## config.mk

```make
export PLATFORM = sky130hd
export DESIGN_NAME = es_ports
export DESIGN_NICKNAME = d
export VERILOG_FILES = /design/src/rtl/es_pkg.sv /design/src/rtl/es_inport.sv /design/src/rtl/es_ports.sv
export SDC_FILE = /design/constraint.sdc
export NUM_CORES = 1
export LEC_CHECK = 0
export BUFFER_PORTS_ARGS = -buffer_cell sky130_fd_sc_hd__buf_2
export CORE_MARGIN = 2
export CORE_UTILIZATION = 53
export CTS_CLUSTER_SIZE = 28
export DETAILED_ROUTE_END_ITERATION = 12
export GPL_ROUTABILITY_DRIVEN = 0
export GPL_TIMING_DRIVEN = 0
export PLACE_DENSITY = 0.85
export SLEW_MARGIN = 0
export SYNTH_ARGS = -nofsm -noshare
export SYNTH_HDL_FRONTEND = slang
export SYNTH_SLANG_ARGS = --single-unit
```

## constraint.sdc

```tcl
create_clock -name clk -period 1.9 [get_ports clk]
set_input_delay 0.095 -clock clk [delete_from_list [all_inputs] [get_ports clk]]
set_output_delay 0.095 -clock clk [all_outputs]
set_load 0.02 [all_outputs]
```

## src/rtl/es_pkg.sv

```systemverilog
// Shared constants and helpers for the E/S port responder.
// Latency: n/a (declarations only).
// Backpressure: n/a.
package es_pkg;

   typedef logic [7:0] es_word_t;

   localparam logic [1:0] ES_STATUS_ID = 2'd3;
   localparam int         ES_FULL_LSB  = 1;
   localparam int         ES_OVF_LSB   = 5;
   localparam int         ES_NOUT      = 4;
   localparam int         ES_NIN       = 3;

   // Status word seen by the CPU on input port 3: ovf at [7:5], full at [3:1].
   function automatic es_word_t es_status(input logic [ES_NIN-1:0] ovf,
                                          input logic [ES_NIN-1:0] full);
      es_word_t w;
      w = '0;
      w[ES_OVF_LSB  +: ES_NIN] = ovf;
      w[ES_FULL_LSB +: ES_NIN] = full;
      return w;
   endfunction

endpackage

```

## src/rtl/es_inport.sv

```systemverilog
// One buffered input port: capture register plus full and sticky overrun flags.
// Latency: captured word and flags visible one cycle after stb.
// Backpressure: none; a capture into a full, unread port overwrites and sets ovf.
module es_inport
   import es_pkg::*;
#(
   parameter int DW = 8
) (
   input  logic          clk,
   input  logic          reset,
   input  logic          stb,
   input  logic [DW-1:0] din,
   input  logic          rd,
   input  logic          clr_ovf,
   output logic [DW-1:0] dout,
   output logic          full,
   output logic          ovf
);

   logic [DW-1:0] data_q, data_d;
   logic          full_q, full_d;
   logic          ovf_q,  ovf_d;

   // Next state: capture beats read for full; overrun set beats status-read clear.
   always_comb begin
      data_d = data_q;
      full_d = full_q;
      ovf_d  = ovf_q;
      if (rd)      full_d = 1'b0;
      if (clr_ovf) ovf_d  = 1'b0;
      if (stb) begin
         data_d = din;
         full_d = 1'b1;
         // A word arriving in the same cycle the CPU drains the old one is no loss.
         if (full_q && !rd) ovf_d = 1'b1;
      end
   end

   // State register with synchronous reset.
   always_ff @(posedge clk) begin
      if (reset) begin
         data_q <= '0;
         full_q <= 1'b0;
         ovf_q  <= 1'b0;
      end else begin
         data_q <= data_d;
         full_q <= full_d;
         ovf_q  <= ovf_d;
      end
   end

   assign dout = data_q;
   assign full = full_q;
   assign ovf  = ovf_q;

endmodule

```

## src/rtl/es_ports.sv

```systemverilog
// CPU-facing E/S responder: four latched output ports, three buffered input ports, status on port 3.
// Latency: output write 1 cycle; data_in is combinational (0 cycles).
// Backpressure: none; peripherals poll in_full or accept overwrite.
module es_ports
   import es_pkg::*;
#(
   parameter int DW = 8
) (
   input  logic                 clk,
   input  logic                 reset,
   input  logic                 we_out,
   input  logic                 s_out,
   input  logic [1:0]           id_out,
   input  logic [DW-1:0]        data_reg,
   input  logic [DW-1:0]        data_mem,
   input  logic                 rd_in,
   input  logic [1:0]           id_in,
   output logic [DW-1:0]        data_in,
   output logic [ES_NOUT*DW-1:0] out_ports,
   output logic [ES_NOUT-1:0]   out_stb,
   input  logic [ES_NIN*DW-1:0] in_ports,
   input  logic [ES_NIN-1:0]    in_stb,
   output logic [ES_NIN-1:0]    in_full,
   output logic [ES_NIN-1:0]    in_ovf
);

   logic [DW-1:0] wr_dat;
   logic [DW-1:0] cap [ES_NIN];
   logic          clr_ovf;

   assign wr_dat  = s_out ? data_mem : data_reg;
   assign clr_ovf = rd_in && (id_in == ES_STATUS_ID);

   for (genvar k = 0; k < ES_NOUT; k++) begin : g_out
      logic [DW-1:0] port_q, port_d;
      logic          stb_q, stb_d;
      logic          hit;

      assign hit = we_out && (id_out == 2'(k));

      // Load the selected port; the strobe is just the registered hit.
      always_comb begin
         port_d = port_q;
         stb_d  = hit;
         if (hit) port_d = wr_dat;
      end

      // Output port register and its update strobe.
      always_ff @(posedge clk) begin
         if (reset) begin
            port_q <= '0;
            stb_q  <= 1'b0;
         end else begin
            port_q <= port_d;
            stb_q  <= stb_d;
         end
      end

      assign out_ports[k*DW +: DW] = port_q;
      assign out_stb[k]            = stb_q;
   end

   for (genvar k = 0; k < ES_NIN; k++) begin : g_in
      es_inport #(.DW(DW)) u_inport (
         .clk     (clk),
         .reset   (reset),
         .stb     (in_stb[k]),
         .din     (in_ports[k*DW +: DW]),
         .rd      (rd_in && (id_in == 2'(k))),
         .clr_ovf (clr_ovf),
         .dout    (cap[k]),
         .full    (in_full[k]),
         .ovf     (in_ovf[k])
      );
   end

   // Read mux: capture register for ports 0..2, status word otherwise; independent of rd_in.
   always_comb begin
      data_in = es_status(in_ovf, in_full);
      for (int k = 0; k < ES_NIN; k++) begin
         if (id_in == 2'(k)) data_in = cap[k];
      end
   end

endmodule

```

## Word level (Yosys, flattened, before mapping)

Index checks and enable logic that the tools add are counted.

- Register bits after elaboration: 66
- Input bits: 52
- Output and inout port bits: 50
- Logic and storage cells: 61

- Eq/ne operators: 6
- Mux-type cells: 19
- Reduce and logical (&&, ||, !) cells: 19

Operators with widths:

| cell | count |
|---|---|
| 2-to-1 mux 8 bit | 4 |
| 2-to-1 mux 1 bit | 15 |
| logical AND 1 bit | 11 |
| == test 2 bit (second input constant) | 4 |
| nonzero test 2 bit | 3 |
| == test 2 x 1 -> 1 bit (second input constant) | 2 |
| zero test 2 bit | 2 |
| zero test 1 bit | 3 |

## Logic depth before layout (Yosys ltp)

- Depth in word-level cells: 6
- Depth in mapped cells: 5
- Gate-level depth less buffers: 3

## Modules after synthesis

Synthesis repeated with hierarchy kept, for this count alone.

- Cells, all modules: 254
- Area, all modules: 2,755.1 µm²

By module, submodules not included:

| module | instances | cells each | area each (µm²) | seq. area each (µm²) |
|---|---|---|---|---|
| es_ports | 1 | 155 | 1,662.8 | 720.7 |
| es_inport | 3 | 33 | 364.1 | 200.2 |

## Worst setup path before layout

OpenSTA, ideal clock, no wires.

- Kind: input to register
- From: input port id_in[1]
- To: register g_in[0].u_inport.ovf_q
- Library setup time: 0.146 ns
- Data arrival time: 0.845 ns
- Data required time: 1.754 ns
- Setup slack: 0.908 ns
- Cell stages on the path: 4
- Buffers on the path: 1
- Path through: buf_2 -> or3b_1 -> a31oi_1 -> a211oi_1

- Word-level cells in the longest chain between the ends: 6
- Elaborated cells between the ends (all ways): 9
- Classes of those cells: eq/ne (1); mux (3); reduce/logical (5)

RTL lines:

| item | RTL line | RTL |
|---|---|---|
| from (decl) | es_ports.sv:17 | `input logic [1:0] id_in,` |
| zero test 2 bit | es_ports.sv:69 | `.rd (rd_in && (id_in == 2'(k))),` |
| logical AND 1 bit | es_ports.sv:69 |  |
| zero test 1 bit | es_inport.sv:35 | `if (full_q && !rd) ovf_d = 1'b1;` |
| logical AND 1 bit | es_inport.sv:35 |  |
| 2-to-1 mux 1 bit | es_inport.sv:35 |  |
| 2-to-1 mux 1 bit (*) | es_inport.sv:31 | `if (stb) begin` |
| to (signal assigned) | es_inport.sv:48 | `ovf_q <= ovf_d;` |
| to (decl) | es_inport.sv:22 | `logic ovf_q, ovf_d;` |

Every way passes the cells marked *; elsewhere a longest branch is shown, timed or not.
A chain may end at the register's enable or synchronous reset.

## Worst setup path after layout

- From: register g_in[1].u_inport.full_q
- To: output port data_in[2]

- Word-level cells in the longest chain between the ends: 3

RTL lines:

| item | RTL line | RTL |
|---|---|---|
| from (decl) | es_inport.sv:21 | `logic full_q, full_d;` |
| from (signal assigned) | es_inport.sv:47 | `full_q <= full_d;` |
| 2-to-1 mux 8 bit (3 in series) | es_ports.sv:81 | `if (id_in == 2'(k)) data_in = cap[k];` |
| to (decl) | es_ports.sv:18 | `output logic [DW-1:0] data_in,` |

Every way passes these cells.

==> impl_metrics.csv <==
group,metric,value,unit
power_and_ir_drop,power.density,889.9,nW/um2
synth,ys_seq_area_frac,0.4731,
cells_and_area,n_antenna_cell,0,
cts,post-cts-setup-buffer-count,0,
power_and_ir_drop,vdd_drop_max,0.0006313,V
synth,yosys_warnings,0,
synth,yosysTopAreaCellShare,0.4731,
floorplan,dieArea,5866,um2
routing,num_vias,2311,
cts,clockBufferDepth,2,
cells_and_area,multi_input_area,1244,um2
floorplan,die_h,76.59,um
routing,first_iter_violations,127,
critical_path,crit_required,1.80,ns
grt,grt_pass1_vias,2250,
flow_run,cap_violations,0,
timing,final-hold-violation-count,0,
routing,dr.pass1.iters,4,
synth,synthFlopType,"dfxtp_1",
timing,skew,0.004466,ns
grt,grt_pass1_wl,10820,um
synth,yosysTopAreaCell,"dfxtp_1",
routing,avgViaCountPerCell,5.158,
floorplan,pin_count,102,
worst_hold_path,min_path_type,"in2reg",
synth,synth.avg_cell_area,10.66,um2
timing,tightest_slew,0.6450,ns
cts,cts_tree,"built",
cts,clockRootBuffer,"clkbuf_8",
timing,drv_slew,0,
grt,grt_max_degree,11,
cts,cts_resized,0,
cells_and_area,drive_above_1_share,0.4365,
timing,fin_tns_setup,0,ns
synth,synth_most_common_cell,"dfxtp_1",
critical_path,cp_num_cells,2,
synth,ys_top_cells_by_area,"dfxtp_1 (47%), mux2i_1 (12%), a211oi_2 (8.5%), nor2_1 (7.8%), mux4_2 (4.8%)",
critical_path,critPathKind,"reg2out",
cells_and_area,final_nets,426,
cells_and_area,fillers,430,
routing,ant_nets,0,
synth,syn_inst,262,
grt,antenna_found_initial,0,
cells_and_area,regArea,1321,um2
critical_path,path_buf_inv,1,
timing,setup_viol,0,
critical_path,cp.arrival,1.35,ns
critical_path,cpLargestDelayFamily,"multiplexers",
synth,synth.ff_latch_count,66,
timing,timing.final.crit_share,0.7585,
status,status,"finished, final reports clean",
critical_path,cp_max_fo,5,
routing,drt-total-wl,6610,um
cts,htreeDepth,3,
routing,drc,0,
timing,max_freq,693.9,MHz
synth,ys_types,27,
timing,fin_crit,1.441,ns
worst_hold_path,hold_path_depth,3,
place,dp.final_hpwl,4859,um
timing,rsz0062_at_grt,"no",
cts,cts_sinks,66,
floorplan,rows,26,
power_and_ir_drop,p_leak,1.683,nW
synth,synth_area,2793,um2
floorplan,core_area,5107,um2
cts,cts_buffers,9,
timing,max_slew_margin,0.5577,
critical_path,cp_slowest_cell,"mux4_2",
critical_path,r2r_setup_slack,0.97,ns
power_and_ir_drop,p_total,3.208,mW
floorplan,initial_core_util,0.5468,
critical_path,endpoint_kind,"output pin",
cts,cts.clk_slew.worst_paths,0.07,ns
critical_path,crit_chain,"mux4_2, buf_2",
cts,insertion_delay,0.33,ns
grt,overflow,0,
floorplan,die_x,76.59,um
critical_path,start_kind,"register",
synth,async_flop_share,0,
synth,syn_nets,314,
routing,wl_per_cell,14.75,um
critical_path,slowest_delay,0.49,ns
critical_path,r2r_cells,3,
synth,synth_common_cells,"dfxtp_1 (66), nor2_1 (58), mux2i_1 (34)",
grt,grt_usage,0.2354,
synth,synth_edf_count,0,
cells_and_area,syn2layout_area_growth,29.08,%
place,numPortBuffers,98,
[cell type report]
cell class | count | share of cell area
Sequential cell | 66 | 0.3665
Multi-Input combinational cell | 164 | 0.3450
Timing Repair Buffer | 101 | 0.1444
Buffer | 31 | 0.06213
Clock buffer | 13 | 0.04686
Tap cell | 70 | 0.02430
Clock inverter | 2 | 0.009719
Inverter | 1 | 0.001041
[final timing paths]
| check | from | end |
|---|---|---|
| setup / recovery | g_in[1].u_inport.full | data_in[2] |
| hold / removal | in_ports[9] | g_in[1].u_inport.dout[1] |
| setup reg to reg | g_in[2].u_inport.ovf | g_in[2].u_inport.ovf |
| hold reg to reg | g_out[3].port_q[3] | g_out[3].port_q[3] |
[report_power, final]
group | internal [mW] | switching [mW]
logic | 0.217 | 0.287
registers | 1.46 | 0.0430
clock network | 0.705 | 0.495
total | 2.38 | 0.825
[through the flow]
| stage | cells | hold slack, ns | utilization | setup slack [ns] | cell area, um2 |
|---|---|---|---|---|---|
| after floorplan | 262 | 0.1730 | - | 0.9083 | 2793 |
| after global placement | 430 | 0.3300 | 0.6600 | 0.6566 | 3371 |
| after detailed placement | 430 | 0.3393 | 0.6600 | 0.6646 | 3371 |
| after CTS | 448 | 0.001093 | 0.7058 | 0.4511 | 3605 |
| after global routing | 448 | 0.002996 | 0.7058 | 0.4249 | 3605 |
| final | 448 | 0.007051 | 0.7058 | 0.4588 | 3605 |
[flip-flops by register name (all words and copies together) (netlist names)]
register            flops
g_in.u_inport.full      3
g_in.u_inport.dout     24
g_out.port_q           32
g_in.u_inport.ovf       3
g_out.stb_q             4
[logic make-up (layout without fill, tap and decap cells)]
group,after synthesis,in the layout,synth area share
simple gates,78,78,0.1254
flops,66,66,0.4731
mux,40,40,0.1703
compound gates,46,46,0.1496
buf+inv,32,148,0.08154
[layout by cell type, fill, tap and decap left out, types with 2 or more instances in the layout]
cell	instances
nand2_1	4
clkbuf_1	5
a21oi_1	6
a211oi_2	19
buf_1	2
nand2b_1	2
nor2_1	58
a211oi_1	14
o21ai_1	3
buf_2	105
a311oi_1	2
and3b_1	2
nor2_2	2
dfxtp_1	66
nor3_1	3
dlygate4sd3_1	3
mux2i_1	34
nor2b_1	3
a31oi_1	2
clkbuf_8	12
buf_4	12
mux4_2	6
buf_6	5
[per-layer routing]
layer	GRT usage	routed length, um	up-vias
met4	0.1218	181	0
met3	0.04502	233	16
met1	0.3121	3065	1099
met5	0	0	-
li1	-	-	1135
met2	0.3664	3129	61
[worst register-to-register path: stages, from the launching register on]
cell and delay (ns):
dfxtp_1 0.38, nor2b_1 0.16, a31oi_1 0.05, a311oi_1 0.26
[repair_timing]
item,in CTS,in global routing
setup endpoints to repair,0,0
endpoints found under the hold margin,3,0
hold buffers,3,0
Note: power is estimated with default switching activity, not from simulation.
